--- config.mk ---
export PLATFORM = sky130hd
export DESIGN_NAME = vend_dispense_ctrl_flat
export DESIGN_NICKNAME = d
export VERILOG_FILES = /design/src/rtl/vend_dispense_ctrl_if.sv /design/src/rtl/vend_dispense_ctrl.sv /design/src/flat_wrapper.sv
export SDC_FILE = /design/constraint.sdc
export NUM_CORES = 1
export LEC_CHECK = 0
export CAP_MARGIN = 20
export CORE_MARGIN = 2
export CORE_UTILIZATION = 45
export CTS_CLUSTER_SIZE = 30
export DETAILED_ROUTE_END_ITERATION = 16
export MAX_ROUTING_LAYER = met4
export PLACE_DENSITY = 0.8
export SYNTH_ARGS = -nofsm -noshare
export SYNTH_HDL_FRONTEND = slang
export SYNTH_SLANG_ARGS = --single-unit
--- constraint.sdc ---
create_clock -name clk -period 2.14 [get_ports clk]
set_input_delay 0.642 -clock clk [delete_from_list [all_inputs] [get_ports clk]]
set_output_delay 0.642 -clock clk [all_outputs]
set_load 0.01 [all_outputs]
--- src/rtl/vend_dispense_ctrl_if.sv ---
// Handshake bundle between the dispense sequencer, the credit FSM and the motor/hopper drivers.
// Latency: none (wires only).
// Backpressure: none here; the motor and hopper handshakes are request/done levels.
//
// Ports (grouped as signals):
//   credit/vend_req/cancel     credit FSM -> sequencer
//   credit_clr/deny            sequencer -> credit FSM
//   motor_go/motor_done        product motor request/completion
//   hop_req/hop_sel/hop_ack    hopper coin request, denomination, ejection ack
//   bal/prod_cnt/busy/err      status
// The master modport is the sequencer; slave is the surrounding hardware.
interface vend_dispense_ctrl_if #(
   parameter int CREDIT_W = 4
);
   logic [CREDIT_W-1:0] credit;
   logic                vend_req;
   logic                cancel;
   logic                credit_clr;
   logic                deny;
   logic                motor_go;
   logic                motor_done;
   logic                hop_req;
   logic                hop_sel;
   logic                hop_ack;
   logic [CREDIT_W-1:0] bal;
   logic [7:0]          prod_cnt;
   logic                busy;
   logic                err;

   modport master (
      input  credit, vend_req, cancel, motor_done, hop_ack,
      output credit_clr, deny, motor_go, hop_req, hop_sel, bal, prod_cnt, busy, err
   );

   modport slave (
      output credit, vend_req, cancel, motor_done, hop_ack,
      input  credit_clr, deny, motor_go, hop_req, hop_sel, bal, prod_cnt, busy, err
   );
endinterface

--- src/rtl/vend_dispense_ctrl.sv ---
// Vend/refund sequencer: latches credit, runs the motor, pays change greedily (5s then 1s).
// Latency: every output registered; reaction one cycle after the sampling edge.
// Backpressure: waits indefinitely on motor_done/hop_ack unless VEND_WDOG_EN arms the watchdog.
//
// Ports: clk, rst_n (async active-low), bus (vend_dispense_ctrl_if.master).
// Parameters: CREDIT_W credit width, PRICE product price, TMO_CYC watchdog limit.
// Optional feature macro: VEND_WDOG_EN enables the watchdog and the FAULT state;
// without it err is constant 0 and FAULT is unreachable.
module vend_dispense_ctrl #(
   parameter int CREDIT_W = 4,
   parameter int PRICE    = 10,
   parameter int TMO_CYC  = 1000
) (
   input  logic                 clk,
   input  logic                 rst_n,
   vend_dispense_ctrl_if.master bus
);

   localparam logic [2:0] ST_IDLE   = 3'd0;
   localparam logic [2:0] ST_VEND   = 3'd1;
   localparam logic [2:0] ST_CHANGE = 3'd2;
   localparam logic [2:0] ST_GAP    = 3'd3;
   localparam logic [2:0] ST_FAULT  = 3'd4;

   localparam logic [CREDIT_W-1:0] L_PRICE = CREDIT_W'(PRICE);

   // Elaboration-time parameter sanity checks.
   if (PRICE < 1 || PRICE > (2**CREDIT_W) - 1) begin : g_price_chk
      $error("vend_dispense_ctrl: PRICE out of range for CREDIT_W");
   end
   if (TMO_CYC < 1) begin : g_tmo_chk
      $error("vend_dispense_ctrl: TMO_CYC must be >= 1");
   end

   logic [2:0]          r_state;
   logic [CREDIT_W-1:0] r_bal;
   logic [7:0]          r_prod_cnt;
   logic                r_credit_clr;
   logic                r_deny;
   logic                r_motor_go;
   logic                r_hop_req;
   logic                r_hop_sel;
   logic                r_busy;
   logic                r_err;

   logic [2:0]          w_state_nxt;
   logic [CREDIT_W-1:0] w_bal_nxt;
   logic [7:0]          w_prod_nxt;
   logic                w_clr_nxt;
   logic                w_deny_nxt;
   logic                w_tmo;
   logic                w_err_nxt;

   always_comb begin
      w_state_nxt = r_state;
      w_bal_nxt   = r_bal;
      w_prod_nxt  = r_prod_cnt;
      w_clr_nxt   = 1'b0;
      w_deny_nxt  = 1'b0;
      case (r_state)
         ST_IDLE: begin
            // cancel outranks vend_req; cancel with zero credit swallows the vend too
            if (bus.cancel) begin
               if (bus.credit != '0) begin
                  w_bal_nxt   = bus.credit;
                  w_clr_nxt   = 1'b1;
                  w_state_nxt = ST_CHANGE;
               end
            end else if (bus.vend_req) begin
               if (bus.credit >= L_PRICE) begin
                  w_bal_nxt   = bus.credit - L_PRICE;
                  w_clr_nxt   = 1'b1;
                  w_state_nxt = ST_VEND;
               end else begin
                  w_deny_nxt  = 1'b1;
               end
            end
         end
         ST_VEND: begin
            if (bus.motor_done) begin
               w_prod_nxt  = r_prod_cnt + 8'd1;
               w_state_nxt = (r_bal != '0) ? ST_CHANGE : ST_IDLE;
            end else if (w_tmo) begin
               w_state_nxt = ST_FAULT;
            end
         end
         ST_CHANGE: begin
            if (bus.hop_ack) begin
               if (int'(r_bal) >= 5) begin
                  w_bal_nxt = r_bal - CREDIT_W'(5);
               end else if (r_bal != '0) begin
                  w_bal_nxt = r_bal - CREDIT_W'(1);
               end
               w_state_nxt = ST_GAP;
            end else if (w_tmo) begin
               w_state_nxt = ST_FAULT;
            end
         end
         ST_GAP: begin
            w_state_nxt = (r_bal != '0) ? ST_CHANGE : ST_IDLE;
         end
         ST_FAULT: begin
            w_state_nxt = ST_FAULT;
         end
         default: begin
            w_state_nxt = ST_IDLE;
         end
      endcase
   end

`ifdef VEND_WDOG_EN
   localparam int WDOG_W = (TMO_CYC > 1) ? $clog2(TMO_CYC) : 1;

   logic [WDOG_W-1:0] r_wdog;

   // Restarts on every state change, so each VEND and each CHANGE visit
   // (including GAP->CHANGE) gets a fresh TMO_CYC budget.
   always_ff @(posedge clk or negedge rst_n) begin
      if (!rst_n) begin
         r_wdog <= '0;
      end else if (w_state_nxt != r_state) begin
         r_wdog <= '0;
      end else if (r_state == ST_VEND || r_state == ST_CHANGE) begin
         r_wdog <= r_wdog + WDOG_W'(1);
      end
   end

   assign w_tmo     = (r_wdog == WDOG_W'(TMO_CYC - 1));
   assign w_err_nxt = (w_state_nxt == ST_FAULT);
`else
   assign w_tmo     = 1'b0;
   assign w_err_nxt = 1'b0;
`endif

   // Outputs are derived from next-state so they line up with the state they describe.
   always_ff @(posedge clk or negedge rst_n) begin
      if (!rst_n) begin
         r_state      <= ST_IDLE;
         r_bal        <= '0;
         r_prod_cnt   <= '0;
         r_credit_clr <= 1'b0;
         r_deny       <= 1'b0;
         r_motor_go   <= 1'b0;
         r_hop_req    <= 1'b0;
         r_hop_sel    <= 1'b0;
         r_busy       <= 1'b0;
         r_err        <= 1'b0;
      end else begin
         r_state      <= w_state_nxt;
         r_bal        <= w_bal_nxt;
         r_prod_cnt   <= w_prod_nxt;
         r_credit_clr <= w_clr_nxt;
         r_deny       <= w_deny_nxt;
         r_motor_go   <= (w_state_nxt == ST_VEND);
         r_hop_req    <= (w_state_nxt == ST_CHANGE);
         r_hop_sel    <= (w_state_nxt == ST_CHANGE) && (int'(w_bal_nxt) >= 5);
         r_busy       <= (w_state_nxt != ST_IDLE);
         r_err        <= w_err_nxt;
      end
   end

   assign bus.credit_clr = r_credit_clr;
   assign bus.deny       = r_deny;
   assign bus.motor_go   = r_motor_go;
   assign bus.hop_req    = r_hop_req;
   assign bus.hop_sel    = r_hop_sel;
   assign bus.bal        = r_bal;
   assign bus.prod_cnt   = r_prod_cnt;
   assign bus.busy       = r_busy;
   assign bus.err        = r_err;

endmodule

--- src/flat_wrapper.sv ---
// flat-port wrapper written by rule: the top's interface ports become plain ports
module vend_dispense_ctrl_flat 
#(
   parameter int CREDIT_W = 4,
   parameter int PRICE    = 10,
   parameter int TMO_CYC  = 1000
)
  (clk, rst_n, bus_credit, bus_vend_req, bus_cancel, bus_motor_done, bus_hop_ack, bus_credit_clr, bus_deny, bus_motor_go, bus_hop_req, bus_hop_sel, bus_bal, bus_prod_cnt, bus_busy, bus_err);
  vend_dispense_ctrl_if #(.CREDIT_W(CREDIT_W)) bus_i ();
  input  logic clk;
  input  logic rst_n;
  input wire logic [$bits(bus_i.credit)-1:0] bus_credit;
  input wire logic [$bits(bus_i.vend_req)-1:0] bus_vend_req;
  input wire logic [$bits(bus_i.cancel)-1:0] bus_cancel;
  input wire logic [$bits(bus_i.motor_done)-1:0] bus_motor_done;
  input wire logic [$bits(bus_i.hop_ack)-1:0] bus_hop_ack;
  output wire logic [$bits(bus_i.credit_clr)-1:0] bus_credit_clr;
  output wire logic [$bits(bus_i.deny)-1:0] bus_deny;
  output wire logic [$bits(bus_i.motor_go)-1:0] bus_motor_go;
  output wire logic [$bits(bus_i.hop_req)-1:0] bus_hop_req;
  output wire logic [$bits(bus_i.hop_sel)-1:0] bus_hop_sel;
  output wire logic [$bits(bus_i.bal)-1:0] bus_bal;
  output wire logic [$bits(bus_i.prod_cnt)-1:0] bus_prod_cnt;
  output wire logic [$bits(bus_i.busy)-1:0] bus_busy;
  output wire logic [$bits(bus_i.err)-1:0] bus_err;
  assign bus_i.credit = bus_credit;
  assign bus_i.vend_req = bus_vend_req;
  assign bus_i.cancel = bus_cancel;
  assign bus_i.motor_done = bus_motor_done;
  assign bus_i.hop_ack = bus_hop_ack;
  assign bus_credit_clr = bus_i.credit_clr;
  assign bus_deny = bus_i.deny;
  assign bus_motor_go = bus_i.motor_go;
  assign bus_hop_req = bus_i.hop_req;
  assign bus_hop_sel = bus_i.hop_sel;
  assign bus_bal = bus_i.bal;
  assign bus_prod_cnt = bus_i.prod_cnt;
  assign bus_busy = bus_i.busy;
  assign bus_err = bus_i.err;
  vend_dispense_ctrl #(.CREDIT_W(CREDIT_W), .PRICE(PRICE), .TMO_CYC(TMO_CYC)) u_core (.clk(clk), .rst_n(rst_n), .bus(bus_i));
endmodule
; ---- Yosys cells after proc, flatten, opt, wreduce, memory -nomap -nowiden
; Index checks and enable logic that the tools add are counted.
[totals]
ff_bits = 21
out_inout_bits = 19
input_bits = 10
word_cells = 53
[classes]
n_reduce_logical = 6
order_cmp = 3
n_mux = 25
eq_ne = 6
add_sub_neg = 4
[ops]
columns = cell, count
row1 = 4-bit 2-to-1 mux, 7
row2 = 3-bit 2-to-1 mux, 6
row3 = 3-bit one-hot mux with 5 select lines, 1
row4 = "3-bit by 2-bit == test with 1-bit output, second input constant", 3
row5 = 1-bit 2-to-1 mux, 9
row6 = "8-bit by 1-bit adder with 8-bit output, second input constant", 1
row7 = "4-bit by 3-bit greater-or-equal comparator with 1-bit output, second input constant", 2
row8 = 4-bit one-hot mux with 2 select lines, 1
row9 = 4-bit nonzero test, 2
row10 = "3-bit by 1-bit == test with 1-bit output, second input constant", 2
row11 = "4-bit greater-or-equal comparator, second input constant", 1
row12 = "4-bit by 1-bit subtractor with 4-bit output, second input constant", 1
row13 = "4-bit by 3-bit subtractor with 4-bit output, second input constant", 1
row14 = "4-bit subtractor, second input constant", 1
row15 = "3-bit == test, second input constant", 1
row16 = 3-bit zero test, 1
row17 = 3-bit nonzero test, 1
row18 = 2-bit 2-to-1 mux, 1
row19 = 2-bit AND reduction, 1
row20 = 1-bit logical AND, 1

; ---- Depth between registers and ports, before layout
; Gate-level depths: netlist (run 1).
[logic_depth]
depth_word = 7
ltp_mapped = 8
mapped_depth_nobuf = 8

; ---- Worst setup path before layout (run 1)
; No wires, ideal clock.
[synth_timing]
path_kind = input-to-reg
from = input port bus_credit[2]
to = register u_core.r_hop_sel (netlist: u_core.bus.hop_sel)
t_required_ps = 2016
stages = 6
path_slack_ps = 182
arrival_ps = 1834
setup_ps = 124
n_path_buf = 0
path_cell_list = o21ai_1 nor3_2 a221o_1 a221o_1 o21a_1 o31a_1
[synth_between]
elab_chain_cells = 7
word_cells_on_any_way = 16
classes_between = add/sub (1) / order compare (2) / eq/ne (1) / mux (10) / reduce/logical (2)
[synth_rtl]
columns = element, line_no
row1 = "start, declared", flat_wrapper.sv:12  ; input wire logic [$bits(bus_i.credit)-1:0] bus_credit;
row2 = 4-bit subtractor / 4-bit greater-or-equal comparator (equally long branches), "vend_dispense_ctrl.sv:71, vend_dispense_ctrl.sv:70"
row3 = 4-bit 2-to-1 mux, vend_dispense_ctrl.sv:70  ; if (bus.credit >= L_PRICE) begin
row4 = 4-bit 2-to-1 mux, vend_dispense_ctrl.sv:69  ; end else if (bus.vend_req) begin
row5 = 4-bit 2-to-1 mux *, vend_dispense_ctrl.sv:63  ; if (bus.cancel) begin
row6 = 4-bit one-hot mux with 2 select lines *, vend_dispense_ctrl.sv:60  ; case (r_state)
row7 = net u_core.w_bal_nxt[2], vend_dispense_ctrl.sv:47  ; logic [CREDIT_W-1:0] w_bal_nxt;
row8 = 4-bit by 3-bit greater-or-equal comparator with 1-bit output *, vend_dispense_ctrl.sv:156  ; r_hop_sel <= (w_state_nxt == ST_CHANGE) && (int'(w_bal_nxt) >= 5);
row9 = 1-bit logical AND *, vend_dispense_ctrl.sv:156
row10 = "end signal, assigned", vend_dispense_ctrl.sv:156
row11 = "end, declared", vend_dispense_ctrl.sv:42  ; logic r_hop_sel;
; Mark *: on every way through the listed nets, which the timed path passes. The rest lies on a longest branch.
; A chain may end at the register's enable or synchronous reset.

; ---- Worst setup path after layout (run 1)
[layout_timing]
from = register u_core.r_bal[1] (netlist: u_core.bus.bal[1])
to = output port bus_bal[1]
[layout_rtl]
columns = element, line_no
row1 = "start, declared", vend_dispense_ctrl.sv:36  ; logic [CREDIT_W-1:0] r_bal;
row2 = "start signal, assigned", vend_dispense_ctrl.sv:150  ; r_bal <= w_bal_nxt;
row3 = "end, declared", flat_wrapper.sv:22  ; output wire logic [$bits(bus_i.bal)-1:0] bus_bal;
; No word-level cell between the ends.

==> results_dict.tcl, run 1 <==
set metrics [dict create \
    status "complete, no violations" \
    totalWireLength_mm 2.880 \
    syn_nets 128 \
    grt_pass1_wl_mm 4.830 \
    syn_to_final_growth_pct 45.13 \
    yosys_warnings 0 \
    fp.dieW_um 54.99 \
    synth.avg_cell_area_um2 10.26 \
    cts_buffer_depth 2 \
    finClkSkew_ns 0.005937 \
    ff2ff_path_depth 8 \
    synth_area_leaders "dfrtp_1 (45%), ha_1 (4.3%), xnor2_1 (3.7%), nand2_1 (2.9%), o21ai_0 (2.6%)" \
    critPathCaptureType "output port" \
    final_core_util_pct 68.54 \
    synth-edff-count 0 \
    die_h_um 54.99 \
    via_per_inst 5.571 \
    num_vias 1092 \
    hold_buffers 0 \
    finalCritPeriodShare_pct 96.12 \
    grt_overflow_total 0 \
    critPathKind "flip-flop to output port" \
    ant_nets 0 \
    cts_sinks 21 \
    required_ns 1.50 \
    root_buffer "clkbuf_4" \
    core_area_um2 2477 \
    placed_area_um2 1627 \
    max_freq_mhz 486.2 \
    h-tree-depth 1 \
    final_hold_viol_count 0 \
    cp_max_fo 5 \
    fillerInstances 207 \
    synthArstFlopShare_pct 100.0 \
    setup_viol 0 \
    grt_max_degree 22 \
    drt_pre_antenna_iters 4 \
    start_util_pct 47.22 \
    crit_path_start_kind "flip-flop" \
    drc 0 \
    grt.total_usage_pct 23.48 \
    syn_inst 114 \
    synth_top_area_share_pct 44.92 \
    ir_worst_vdd_mv 0.8049 \
    drt_iter0_drc 22 \
    wl_per_cell_um 14.69 \
    arrival_ns 1.41 \
    dp.cells 191 \
    drive_gt1_share_pct 25.30 \
    synth_area_um2 1170 \
    synth_flop_cell "dfrtp_1" \
    ios 29 \
    holdCritPathClass "flip-flop to flip-flop" \
    fp.dieArea_um2 3023 \
    antenna_found_initial 0 \
    cap_violations 0 \
    first_global_vias 1157 \
    power.leakage_uw 0.0007864 \
    period_needed_ns 2.057 \
    globalplace.congestion 0.8805 \
    ys_ff_latch 21 \
    finalNonFillerCells 196 \
    seq_area_frac_synth_pct 44.92 \
    path_clk_slew_ns 0.12 \
    powerDensity_nw_per_um2 1039 \
    synth_cell_type_count 46 \
    clock_latency_ns 0.32 \
    netlist_top_cells_count "dfrtp_1 (21), nand2_1 (9), o21ai_0 (6)" \
    numCtsBuffers 3 \
    cts_tree "built" \
    totalPowerFinal_uw 1764 \
    fin_nets 181 \
    slew_viol_final 0 \
    port_buffers 27 \
    design_area_um2 1698 \
    yosysTopAreaCell "dfrtp_1" \
    fp-row-count 18 \
    synth_most_common_cell "dfrtp_1" \
    hold_slack_ns 0.5071 \
    dp_hpwl_mm 2.193 \
    hold_path_depth 1 \
    diodes 0 \
]
-- sequential cells by signal (all words and copies together), names as in the netlist --
name                   flops
u_core.bus.bal             4
u_core.bus.busy            1
u_core.bus.credit_clr      1
u_core.bus.deny            1
u_core.bus.hop_req         1
u_core.bus.hop_sel         1
u_core.bus.motor_go        1
u_core.bus.prod_cnt        8
u_core.r_state             3
-- report_power, final --
group	internal, µW	switching (µW)	leakage, µW
Sequential	502	118	0.000270
Combinational	517	426	0.000499
Clock	70.2	131	0.0000177
Total	1090	675	0.000786
-- routing by layer --
| layer | vias to the layer above | wire (µm) | track usage (%) | share of wire, % |
|---|---|---|---|---|
| met3 | 7 | 185 | 4.032 | 6.4 |
| met4 | 0 | 53 | 10.98 | 1.8 |
| met2 | 44 | 1419 | 40.28 | 49 |
| li1 | 526 | - | - | - |
| met5 | - | 0 | - | 0 |
| met1 | 515 | 1221 | 26.62 | 42 |
-- layout make-up --
class | count | area, µm² | area share [%]
inverters | 5 | 18.77 | 1.105
clock inverters | 1 | 5.005 | 0.2948
flip-flops and latches | 21 | 525.5 | 30.95
multi-input cells | 85 | 626.9 | 36.92
repair buffers | 51 | 461.7 | 27.19
well taps | 30 | 37.54 | 2.211
clock buffers | 3 | 22.52 | 1.326
-- critical path, cell delays in order (launching register included) --
cell and delay, ns:
dfrtp_1 0.44, buf_4 0.14, clkdlybuf4s50_1 0.52
-- cells in the final DEF (no fill, tap or decap), drive strengths merged, types with 2 or more instances in the layout --
cell type | synthesis | layout
buf | 3 | 24
clkdlybuf4s50 | 0 | 21
dfrtp | 21 | 21
o21ai | 10 | 10
nand2 | 9 | 9
nor2 | 6 | 6
nand3 | 5 | 5
xnor2 | 5 | 5
dlymetal6s2s | 0 | 5
inv | 5 | 5
nor3 | 5 | 5
a21oi | 4 | 4
ha | 4 | 4
o31ai | 3 | 3
clkbuf | 0 | 3
nand2b | 3 | 3
a221o | 2 | 2
or3b | 2 | 2
mux2i | 2 | 2
mux2 | 2 | 2
nand4 | 2 | 2
xor2 | 2 | 2
a221oi | 2 | 2
-- path summary, 6_finish.rpt --
path	startpoint	to	slack, ns
min reg2reg	u_core.bus.prod_cnt[7]	u_core.bus.prod_cnt[7]	0.51
max	u_core.bus.bal[1]	bus_bal[1]	0.08
min	u_core.bus.prod_cnt[7]	u_core.bus.prod_cnt[7]	0.51
max in group asynchronous	rst_n	u_core.bus.bal[1]	1.28
min in group asynchronous	rst_n	u_core.bus.busy	0.64
max reg2reg	u_core.bus.bal[1]	u_core.bus.hop_sel	0.14
-- cell families (layout without fill, tap and decap cells) --
kind of cell | count (synthesis) | count (layout) | share of synthesized area [%]
other cells | 1 | 1 | 0.3205
flops | 21 | 21 | 44.92
compound gates | 31 | 31 | 19.25
fa+ha+maj | 4 | 4 | 4.278
xor+xnor | 7 | 7 | 5.241
simple gates | 38 | 38 | 18.72
buf+inv | 8 | 60 | 3.635
mux | 4 | 4 | 3.636
-- per-stage QoR --
step	TNS, ns	worst slack, ns
after floorplan	0	0.1820
after global placement	-1.061	-0.3410
after detailed placement	-1.419	-0.3904
after CTS	0	0.002710
after global routing	-0.004786	-0.004786
final	0	0.08304
-- repair_timing --
action,4_1_cts,5_1_grt
pin swaps,1,1
resized for setup,2,9
endpoints found under the setup margin,1,1
buffers inserted,0,1
Power figures use the tool's default switching activity.
==> run 2, diff against run 1 <==
--- a/config.mk
+++ b/config.mk
@@ -12,6 +12,7 @@
 export DETAILED_ROUTE_END_ITERATION = 16
 export MAX_ROUTING_LAYER = met4
 export PLACE_DENSITY = 0.8
+export SLEW_MARGIN = 20
 export SYNTH_ARGS = -nofsm -noshare
 export SYNTH_HDL_FRONTEND = slang
 export SYNTH_SLANG_ARGS = --single-unit
==> results of run 2 <==
No change in the layout: final DEF, timing and power equal those of run 1.
==> run 3, diff against run 2 <==
--- a/config.mk
+++ b/config.mk
@@ -8,6 +8,7 @@
 export CAP_MARGIN = 20
 export CORE_MARGIN = 2
 export CORE_UTILIZATION = 45
+export CTS_CLUSTER_DIAMETER = 120
 export CTS_CLUSTER_SIZE = 30
 export DETAILED_ROUTE_END_ITERATION = 16
 export MAX_ROUTING_LAYER = met4
==> results of run 3 <==
No change in the layout: final DEF, timing and power equal those of run 1.
